### src/rtl/sha1_w_sched.sv
// SHA-1 message schedule: 16-word sliding window producing W0..W(WORDS-1) one word per adv.
// Optional macro SHA1_W_BSWAP_EN byte-reverses each captured word (little-endian block bytes).
module sha1_w_sched #(
  parameter int WORDS = 80
) (
  input  logic         clk,
  input  logic         rst_n,
  input  logic         load,
  input  logic [511:0] block,
  input  logic         adv,
  input  logic         clr,
  output logic [31:0]  w_t,
  output logic [6:0]   t_idx,
  output logic         w_valid,
  output logic         busy,
  output logic         done
);

  typedef enum logic [1:0] {IDLE = 2'd0, RUN = 2'd1} state_t;

  localparam logic [6:0] LAST = 7'(WORDS - 1);

  state_t            state, state_nxt;
  logic [15:0][31:0] win, win_nxt;
  logic [15:0][31:0] cap;
  logic [6:0]        t_nxt;
  logic              done_nxt;
  logic [31:0]       mix;

  // Word 0 sits in the top 32 bits of the block.
  for (genvar i = 0; i < 16; i++) begin : g_cap
    logic [31:0] raw;
    assign raw = block[511-32*i -: 32];
`ifdef SHA1_W_BSWAP_EN
    assign cap[i] = {raw[7:0], raw[15:8], raw[23:16], raw[31:24]};
`else
    assign cap[i] = raw;
`endif
  end

  assign mix = win[13] ^ win[8] ^ win[2] ^ win[0];

  always_comb begin
    state_nxt = state;
    win_nxt   = win;
    t_nxt     = t_idx;
    done_nxt  = 1'b0;
    case (state)
      IDLE: begin
        if (load) begin
          win_nxt   = cap;
          t_nxt     = 7'd0;
          state_nxt = RUN;
        end
      end
      RUN: begin
        if (adv) begin
          if (t_idx >= LAST) begin
            state_nxt = IDLE;
            t_nxt     = 7'd0;
            done_nxt  = 1'b1;
          end else begin
            for (int i = 0; i < 15; i++) win_nxt[i] = win[i+1];
            win_nxt[15] = {mix[30:0], mix[31]};
            t_nxt       = t_idx + 7'd1;
          end
        end
      end
      default: begin
        state_nxt = IDLE;
        t_nxt     = 7'd0;
      end
    endcase
    // Abort wins over everything; window contents are left as-is.
    if (clr) begin
      state_nxt = IDLE;
      t_nxt     = 7'd0;
      done_nxt  = 1'b0;
      win_nxt   = win;
    end
  end

  always_ff @(posedge clk or negedge rst_n) begin
    if (!rst_n) begin
      state <= IDLE;
      win   <= '0;
      t_idx <= 7'd0;
      done  <= 1'b0;
    end else begin
      state <= state_nxt;
      win   <= win_nxt;
      t_idx <= t_nxt;
      done  <= done_nxt;
    end
  end

  assign w_t     = win[0];
  assign w_valid = (state == RUN);
  assign busy    = (state == RUN);

endmodule
### config.mk
export PLATFORM = sky130hd
export DESIGN_NAME = sha1_w_sched
export DESIGN_NICKNAME = d
export VERILOG_FILES = /design/src/rtl/sha1_w_sched.sv
export SDC_FILE = /design/constraint.sdc
export NUM_CORES = 1
export LEC_CHECK = 0
export CAP_MARGIN = 10
export CORE_ASPECT_RATIO = 0.7
export CORE_UTILIZATION = 55
export DETAILED_ROUTE_END_ITERATION = 8
export PLACE_DENSITY_LB_ADDON = 0.1
export SYNTH_ARGS = -nofsm -noshare
export SYNTH_HDL_FRONTEND = slang
export SYNTH_SLANG_ARGS = --single-unit
### constraint.sdc
create_clock -name clk -period 4.6 [get_ports clk]
set_input_delay 1.15 -clock clk [delete_from_list [all_inputs] [get_ports clk]]
set_output_delay 1.15 -clock clk [all_outputs]
set_load 0.1 [all_outputs]
# Word level (Yosys, flattened, before mapping)

Cells that the tools add are included.

Output and inout port bits: 42
Flip-flop bits (word level): 522
Input port bits: 517

Order comparisons: 1
Equal/unequal tests: 7
Bitwise gates (word level): 4
Add/sub/neg operators: 1
Reductions and logical operators: 5
Muxes and demuxes: 18

Operators with widths:

| cell                  | count |
|---|---|
| $mux W512             | 3 |
| $pmux W512 S2         | 1 |
| $xor A32 B32 Y32      | 3 |
| $mux W7               | 4 |
| $pmux W7 S2           | 1 |
| $mux W2               | 4 |
| $add A7 B1 Y7 const B | 1 |
| $ge A7 B7 Y1 const B  | 1 |
| $ne A2 B2 Y1 const B  | 3 |
| $ne A3 B3 Y1 const B  | 2 |
| $reduce_and A5 Y1     | 1 |
| $mux W1               | 4 |
| $pmux W2 S2           | 1 |
| $ne A3 B2 Y1 const B  | 1 |
| $reduce_and A3 Y1     | 1 |
| $eq A2 B1 Y1 const B  | 1 |
| $logic_not A2 Y1      | 1 |
| $reduce_and A2 Y1     | 1 |
| $reduce_bool A2 Y1    | 1 |
| $not A1 Y1            | 1 |

# Longest topological paths before layout

Gate-level depths: netlist of run 1.

Depth in word-level cells: 6
Depth in mapped cells: 9
Depth with buffers taken out: 5

# Worst setup path before layout of run 1

OpenSTA, ideal clock, no wires.

Kind: reg2out
Start point: register state[0]
End point: output w_valid
Buffers on the path: 1
Stages on the path, launching flop included: 2
Path slack: 2,039 ps
Data required time: 3,450 ps
Arrival: 1,411 ps
Cells stage by stage: dfrtp_1 -> buf_4

Longest elaborated chain between the ends: 1

RTL lines:

| item                     | line | source |
|---|---|---|
| start: declaration       | 23   | `state_t state, state_nxt;` |
| start signal: assignment | 90   | `state <= state_nxt;` |
| $eq A2 B1 Y1             | 98   | `assign w_valid = (state == RUN);` |
| end: declaration         | 14   | `output logic w_valid,` |

Every way passes these cells.

# Worst setup path after layout of run 1

Start point: register win, in the netlist w_t[20]
End point: output w_t[20]

RTL lines:

| item                     | line | source |
|---|---|---|
| start: declaration       | 24   | `logic [15:0][31:0] win, win_nxt;` |
| start signal: assignment | 91   | `win <= win_nxt;` |
| end: declaration         | 12   | `output logic [31:0] w_t,` |

No word-level cell between the ends.

==> results of run 1 <==
## registers in the layout, indices dropped and copies added, names as in the netlist
name / count
win: 480
state: 1
t_idx: 7
done: 1
w_t: 32
## per-stage QoR
stage	cell area (um^2)	power, W
5_1_grt	32300	0.0155
3_5_place_dp	30500	0.0106
3_3_place_gp	30500	0.0105
4_1_cts	32200	0.0149
6_report	32300	0.0150
2_1_floorplan	25100	0.00892
## final cells by class
type                    count  share of cell area
clock buffers              77              0.0469
multi-input cells        1738               0.327
repair buffers            605               0.191
inverters                   1            0.000116
diodes                     41             0.00317
well taps                 603              0.0233
clock inverters            17             0.00550
flip-flops and latches    521               0.403
## placed cells by master, fill, tap and decap left out, drive strengths merged, types with 5 or more instances in the layout
| cell type | Yosys | routed |
|---|---|---|
| clkinv | 0 | 12 |
| nand2 | 6 | 6 |
| a21oi | 513 | 513 |
| diode | 0 | 41 |
| o21ai | 7 | 7 |
| nand4 | 33 | 33 |
| xor2 | 32 | 32 |
| xnor2 | 64 | 64 |
| o221a | 5 | 5 |
| dfrtp | 521 | 521 |
| nand3 | 67 | 67 |
| clkdlybuf4s50 | 0 | 554 |
| buf | 182 | 51 |
| o22ai | 952 | 952 |
| nor4b | 33 | 33 |
| clkbuf | 148 | 77 |
## power groups by stage
stage | logic (W) | clock network [W] | registers [W]
floorplan | 0.00257 | 0 | 0.00635
global placement | 0.00352 | 0 | 0.00693
detailed placement | 0.00363 | 0 | 0.00699
CTS | 0.00365 | 0.00432 | 0.00691
global route | 0.00395 | 0.00452 | 0.00707
finish | 0.00368 | 0.00432 | 0.00702
## layer usage
layer  track usage  vias to the layer above
met5             0                        -
met4         0.188                        0
met3        0.0821                      196
met2         0.607                     1603
met1         0.625                    12900
li1              -                    11000
## worst max-delay path by stage
stage                                 endpoint  depth (start not counted)  slack [ns]
after floorplan                        w_valid                          1        2.04
after global placement    win[277]$_DFFE_PN0P_                          6        0.91
final                                  w_t[20]                          1        1.17
after detailed placement  win[247]$_DFFE_PN0P_                          6        0.85
after global routing                   w_t[20]                          1        1.13
after CTS                              w_t[20]                          1        1.15
## logic make-up (layout without fill, tap and decap cells)
kind of cell / Yosys count / count (layout) / synth area share
simple gates: 154 / 154 / 0.0378
buf+inv: 331 / 700 / 0.0609
mux: 1 / 1 / 0.000449
xor+xnor: 96 / 96 / 0.0335
other cells: 0 / 41 / 0
flops: 521 / 521 / 0.520
fa+ha+maj: 1 / 1 / 0.000499
compound gates: 1486 / 1486 / 0.347
==> out/qor.csv, run 1 <==
stage,metric,value,unit
synth,synth_most_common_cell,o22ai_1,
synth,synthArstFlopShare,1.00,
critical_path,crit_family,buffers and inverters,
clock_network,cts_max_level,2,
critical_path,worstReg2RegEnd,win[247]$_DFFE_PN0P_,
drt,firstDrtPassIters,6,
power,p_switching,0.00530,W
power,peakVddDrop,0.000284,V
grt,grt_usage,0.424,
grt,grt_pass1_wl,150000,um
clock_network,clockRootBuffer,clkbuf_16,
sta,rsz0062_at_grt,no,
sta,whs,0.550,ns
hold_path,whs_path_depth,2,
drt,wl_met3,11700,um
critical_path,crit_type,register to primary output,
grt,grt_max_degree,227,
sta,setup_ws,1.17,ns
synth,syn_avg_cell_area,9.68,um^2
power,clock_power_share,0.288,
sta,fin_crit_sh,0.746,
critical_path,cp-start-kind,register,
power,seq_power_share,0.467,
synth,ys.flop_type,dfrtp_1,
floorplan,rows,65,
power,combPwrFrac,0.245,
floorplan,fp.dieArea,46500,um^2
finish,finalNetCount,3436,
floorplan,ioPinCount,559,
sta,slew_headroom,0.220,
critical_path,end_kind,primary output,
critical_path,cp_max_fo,4,
power,switching_share,0.353,
drt,dr_wl_met2,45200,um
synth,synthCells,2590,
sta,setup_viol,0,
synth,synth_seq_cells,521,
hold_path,whs_endpoint,win[484]$_DFFE_PN0P_,
status,status,"finished, final reports clean",
critical_path,slowest_stage,clkdlybuf4s50_1,
drt,via_count,25700,
sta,setup_tns,0,ns
clock_network,cts.sinks,521,
drt,drtAntennaViolNets,0,
synth,synth_commonest_cells,"952 x o22ai_1, 521 x dfrtp_1, 512 x a21oi_1",
finish,multi_input_area,10600,um^2
placement,place.port_buffers,558,
critical_path,crit_buf_inv,1,
run,drv_cap,0,
finish,fillers,3458,
synth,synth_nets,3108,
synth,synth.yosys.warnings,0,
sta,finalHoldViolCount,0,
critical_path,reg2regPathDepth,5,
placement,detailed_place_hpwl,69700,um
clock_network,cts_setup_buffers,0,
drt,wl,102000,um
sta,period_minus_slack,3.43,ns
synth,ys_top_cells_by_area,"dfrtp_1 52%, o22ai_1 24%, a21oi_1 10%",
drt,drc,0,
grt,antenna_found_initial,39,
synth,syn_area,25100,um^2
placement,gp_congestion,0.968,
placement,dp_slack,0.848,ns
critical_path,arrival,2.28,ns
finish,drive_gt1_frac,0.0490,
critical_path,crit_start,w_t[20]$_DFFE_PN0P_,
placement,dpl.cell_count,3468,
drt,viasPerCell,7.14,
hold_path,min_from,win[484]$_DFFE_PN0P_,
finish,final_util,0.717,
clock_network,post_cts_resized,0,
hold_path,hold_path_class,register to register,
drt,wl_per_cell,28.2,um
critical_path,crit_required,3.45,ns
power,powerDensity,465,nW/um^2
synth,synth.top_cell.area_share,0.520,
floorplan,core_area,45100,um^2
power,p_int,0.00971,W
drt,routed.top_layer,met4,
sta,fin_skew,0.0245,ns
finish,seqCellArea,13000,um^2
drt,wl_met1,40600,um
drt,drt_iter0_drc,3869,
power,leakage,11.5,nW
sta,fmax,0.291,GHz
grt,overflow,0,
synth,synth.distinct_cells,35,
synth,yosysTopAreaCell,dfrtp_1,
critical_path,max_stage_delay,1.29,ns
clock_network,clk_latency,0.60,ns
floorplan,die_w,257,um
critical_path,reg2reg_slack,1.30,ns
synth,seq_area_frac_synth,0.520,
critical_path,r2r-start,state[0]$_DFFE_PN0P_,
finish,area_delta_synth_final,28.9,%
clock_network,clkTransAtPathRegs,0.07,ns
grt,grt_pass1_vias,23900,
clock_network,cts_hold_buf,0,
floorplan,start_util,0.557,
clock_network,cts_buffers,51,
floorplan,die_y,181,um
sta,slew_viol_final,0,
sta,tightest_slew,1.17,ns
synth,synth_edf_count,0,
finish,instances_no_fill,3603,
clock_network,cts_tree,done,
clock_network,clk_path_buf_depth,3,
critical_path,crit_chain,clkdlybuf4s50_1,
Power figures use the tool's default switching activity.
==> inputs of run 2 (changes only) <==
--- a/config.mk
+++ b/config.mk
@@ -7,7 +7,7 @@
 export LEC_CHECK = 0
 export CAP_MARGIN = 10
 export CORE_ASPECT_RATIO = 0.7
-export CORE_UTILIZATION = 55
+export CORE_UTILIZATION = 46
 export DETAILED_ROUTE_END_ITERATION = 8
 export PLACE_DENSITY_LB_ADDON = 0.1
 export SYNTH_ARGS = -nofsm -noshare
==> constraint.sdc (replaced) <==
create_clock -name clk -period 3.1 [get_ports clk]
set_input_delay 0.775 -clock clk [delete_from_list [all_inputs] [get_ports clk]]
set_output_delay 0.775 -clock clk [all_outputs]
set_load 0.1 [all_outputs]
==> run 2 against run 1 <==
Worst hold slack got worse by 0.44 ns. Clock power increased by 52%. Non-clock buffer count increased by 27. Cell area increased by 1.7%.
==> out/qor.csv, run 2 (synthesis results as in run 1) <==
stage,metric,value,unit,change
status,status,"finished, final reports clean",,unchanged
run,drv_cap,0,,unchanged
clock_network,clockRootBuffer,clkbuf_16,,unchanged
sta,finalHoldViolCount,0,,unchanged
clock_network,cts_max_level,2,,unchanged
sta,slew_viol_final,0,,unchanged
drt,drtAntennaViolNets,0,,unchanged
drt,via_count,25600,,was 25700
clock_network,clkTransAtPathRegs,0.06,ns,was 0.07 ns
floorplan,ioPinCount,559,,unchanged
critical_path,cp-start-kind,register,,unchanged
drt,drt_iter0_drc,3374,,was 3869
floorplan,rows,71,,was 65
drt,firstDrtPassIters,5,,was 6
floorplan,die_w,281,um,was 257 um
finish,final_util,0.612,,was 0.717
floorplan,start_util,0.467,,was 0.557
placement,detailed_place_hpwl,75200,um,was 69700 um
power,combPwrFrac,0.246,,was 0.245
clock_network,cts_setup_buffers,0,,unchanged
sta,tightest_slew,1.12,ns,was 1.17 ns
finish,seqCellArea,13000,um^2,unchanged
placement,gp_congestion,0.970,,was 0.968
critical_path,arrival,2.90,ns,was 2.28 ns
finish,final_cell_mix,"952 x o22ai_1, 520 x dfrtp_1, 514 x clkdlybuf4s50_1",,"was 952 x o22ai_1, 554 x clkdlybuf4s50_1, 520 x dfrtp_1"
drt,wl_per_cell,28.7,um,was 28.2 um
grt,antenna_found_initial,32,,was 39
sta,setup_tns,0,ns,unchanged
critical_path,r2r-start,t_idx[0]$_DFFE_PN0P_,,was state[0]$_DFFE_PN0P_
drt,viasPerCell,6.86,,was 7.14
floorplan,core_area,53700,um^2,was 45100 um^2
clock_network,cts_buffers,52,,was 51
grt,overflow,0,,unchanged
floorplan,die_y,197,um,was 181 um
hold_path,hold_path_class,input pin to asynchronous set/reset pin,,was register to register
placement,dpl.cell_count,3622,,was 3468
finish,multi_input_area,10600,um^2,unchanged
drt,wl,107000,um,was 102000 um
critical_path,end_kind,register,,was primary output
grt,grt_usage,0.374,,was 0.424
finish,top_register,win,,unchanged
sta,rsz0062_at_grt,no,,unchanged
finish,instances_no_fill,3739,,was 3603
clock_network,post_cts_resized,0,,unchanged
clock_network,cts_tree,done,,unchanged
power,clock_power_share,0.292,,was 0.288
critical_path,reg2reg_slack,0.72,ns,was 1.30 ns
grt,grt_pass1_wl,155000,um,was 150000 um
sta,slew_headroom,0.252,,was 0.220
critical_path,cp_max_fo,49,,was 4
placement,place.port_buffers,558,,unchanged
floorplan,fp.dieArea,55500,um^2,was 46500 um^2
clock_network,cts_hold_buf,0,,unchanged
power,p_switching,0.00796,W,was 0.00530 W
power,p_int,0.0146,W,was 0.00971 W
critical_path,crit_type,register to register,,was register to primary output
finish,finalNetCount,3464,,was 3436
clock_network,cts.sinks,521,,unchanged
sta,period_minus_slack,2.38,ns,
power,seq_power_share,0.462,,was 0.467
power,switching_share,0.353,,about the same
clock_network,clk_path_buf_depth,3,,unchanged
sta,fin_skew,0.0313,ns,was 0.0245 ns
finish,fillers,4549,,was 3458
finish,largest_register_ffs,480,,unchanged
finish,area_delta_synth_final,31.1,%,was 28.9%
drt,drc,0,,unchanged
power,powerDensity,686,nW/um^2,was 465 nW/um^2
critical_path,reg2regPathDepth,8,,was 5
grt,grt_max_degree,207,,was 227
finish,final_common_cell,o22ai_1,,unchanged
sta,setup_viol,0,,unchanged
grt,grt_pass1_vias,23600,,was 23900
power,peakVddDrop,0.000404,V,was 0.000284 V
clock_network,clk_latency,0.61,ns,was 0.60 ns
critical_path,crit_required,3.62,ns,was 3.45 ns
sta,fmax,0.419,GHz,
critical_path,worstReg2RegEnd,win[322]$_DFFE_PN0P_,,was win[247]$_DFFE_PN0P_
power,leakage,11.7,nW,was 11.5 nW
finish,drive_gt1_frac,0.0701,,was 0.0490
sta,fin_crit_sh,0.769,,
[run 2: changes by cell type in the layout (fill, tap and decap cells not counted)]
cell,change
clkinvlp_4,-1
buf_4,+43
bufinv_16,+2
clkbuf_1,-1
buf_12,+24
diode_2,-14
clkinv_2,-4
clkdlybuf4s50_1,-40
[run 2: critical path: stages, from the launching register on]
cell	delay [ns]
dfrtp_1	0.50
ha_1	0.30
a21oi_1	0.06
buf_4	0.17
o2111ai_4	0.40
buf_12	0.24
buf_12	0.26
o22ai_1	0.13
a21oi_1	0.22
[run 2: routing by layer]
metal | up-vias | GRT usage | wire [um]
met3 | 213 | 0.0970 | 12100
met1 | 12900 | 0.551 | 44900
met2 | 1404 | 0.526 | 46500
met5 | - | 0 | 78
li1 | 11100 | - | -
met4 | 10 | 0.139 | 3540
[run 2: power groups by stage]
stage | Clock (W) | Sequential (W) | Combinational [W]
floorplan | 0 | 0.00943 | 0.00381
global placement | 0 | 0.0103 | 0.00537
detailed placement | 0 | 0.0104 | 0.00550
CTS | 0.00662 | 0.0103 | 0.00552
global route | 0.00688 | 0.0105 | 0.00595
finish | 0.00658 | 0.0104 | 0.00555
[run 2: how the worst max path moves through the flow]
stage	from	to	slack, ns	cells past startpoint
after global placement	load	win[416]$_DFFE_PN0P_	0.38	7
after global routing	state[0]$_DFFE_PN0P_	t_idx[2]$_DFFE_PN0P_	0.59	5
after detailed placement	adv	w_t[29]$_DFFE_PN0P_	0.31	5
after floorplan	t_idx[0]$_DFFE_PN0P_	win[325]$_DFFE_PN0P_	0.60	8
final	t_idx[0]$_DFFE_PN0P_	win[322]$_DFFE_PN0P_	0.72	8
after CTS	state[0]$_DFFE_PN0P_	w_valid	0.70	1
[run 2: area by class of cell]
cell class	instances	share of cell area
antenna	27	0.00205
clock buffer	76	0.0460
clock inverter	14	0.00639
inverter	1	0.000114
multi-input combinational	1738	0.321
sequential	521	0.397
tap	730	0.0278
timing repair buffer	632	0.200
[run 2: stage by stage]
stage | setup slack (ns) | hold slack (ns) | area (um^2) | total power (W)
after floorplan | 0.602 | 0.479 | 25100 | 0.0132
after global placement | 0.380 | 0.521 | 31100 | 0.0157
after detailed placement | 0.310 | 0.530 | 31100 | 0.0159
after CTS | 0.703 | 0.163 | 32800 | 0.0224
after global routing | 0.589 | 0.151 | 32900 | 0.0233
final | 0.716 | 0.111 | 32900 | 0.0225
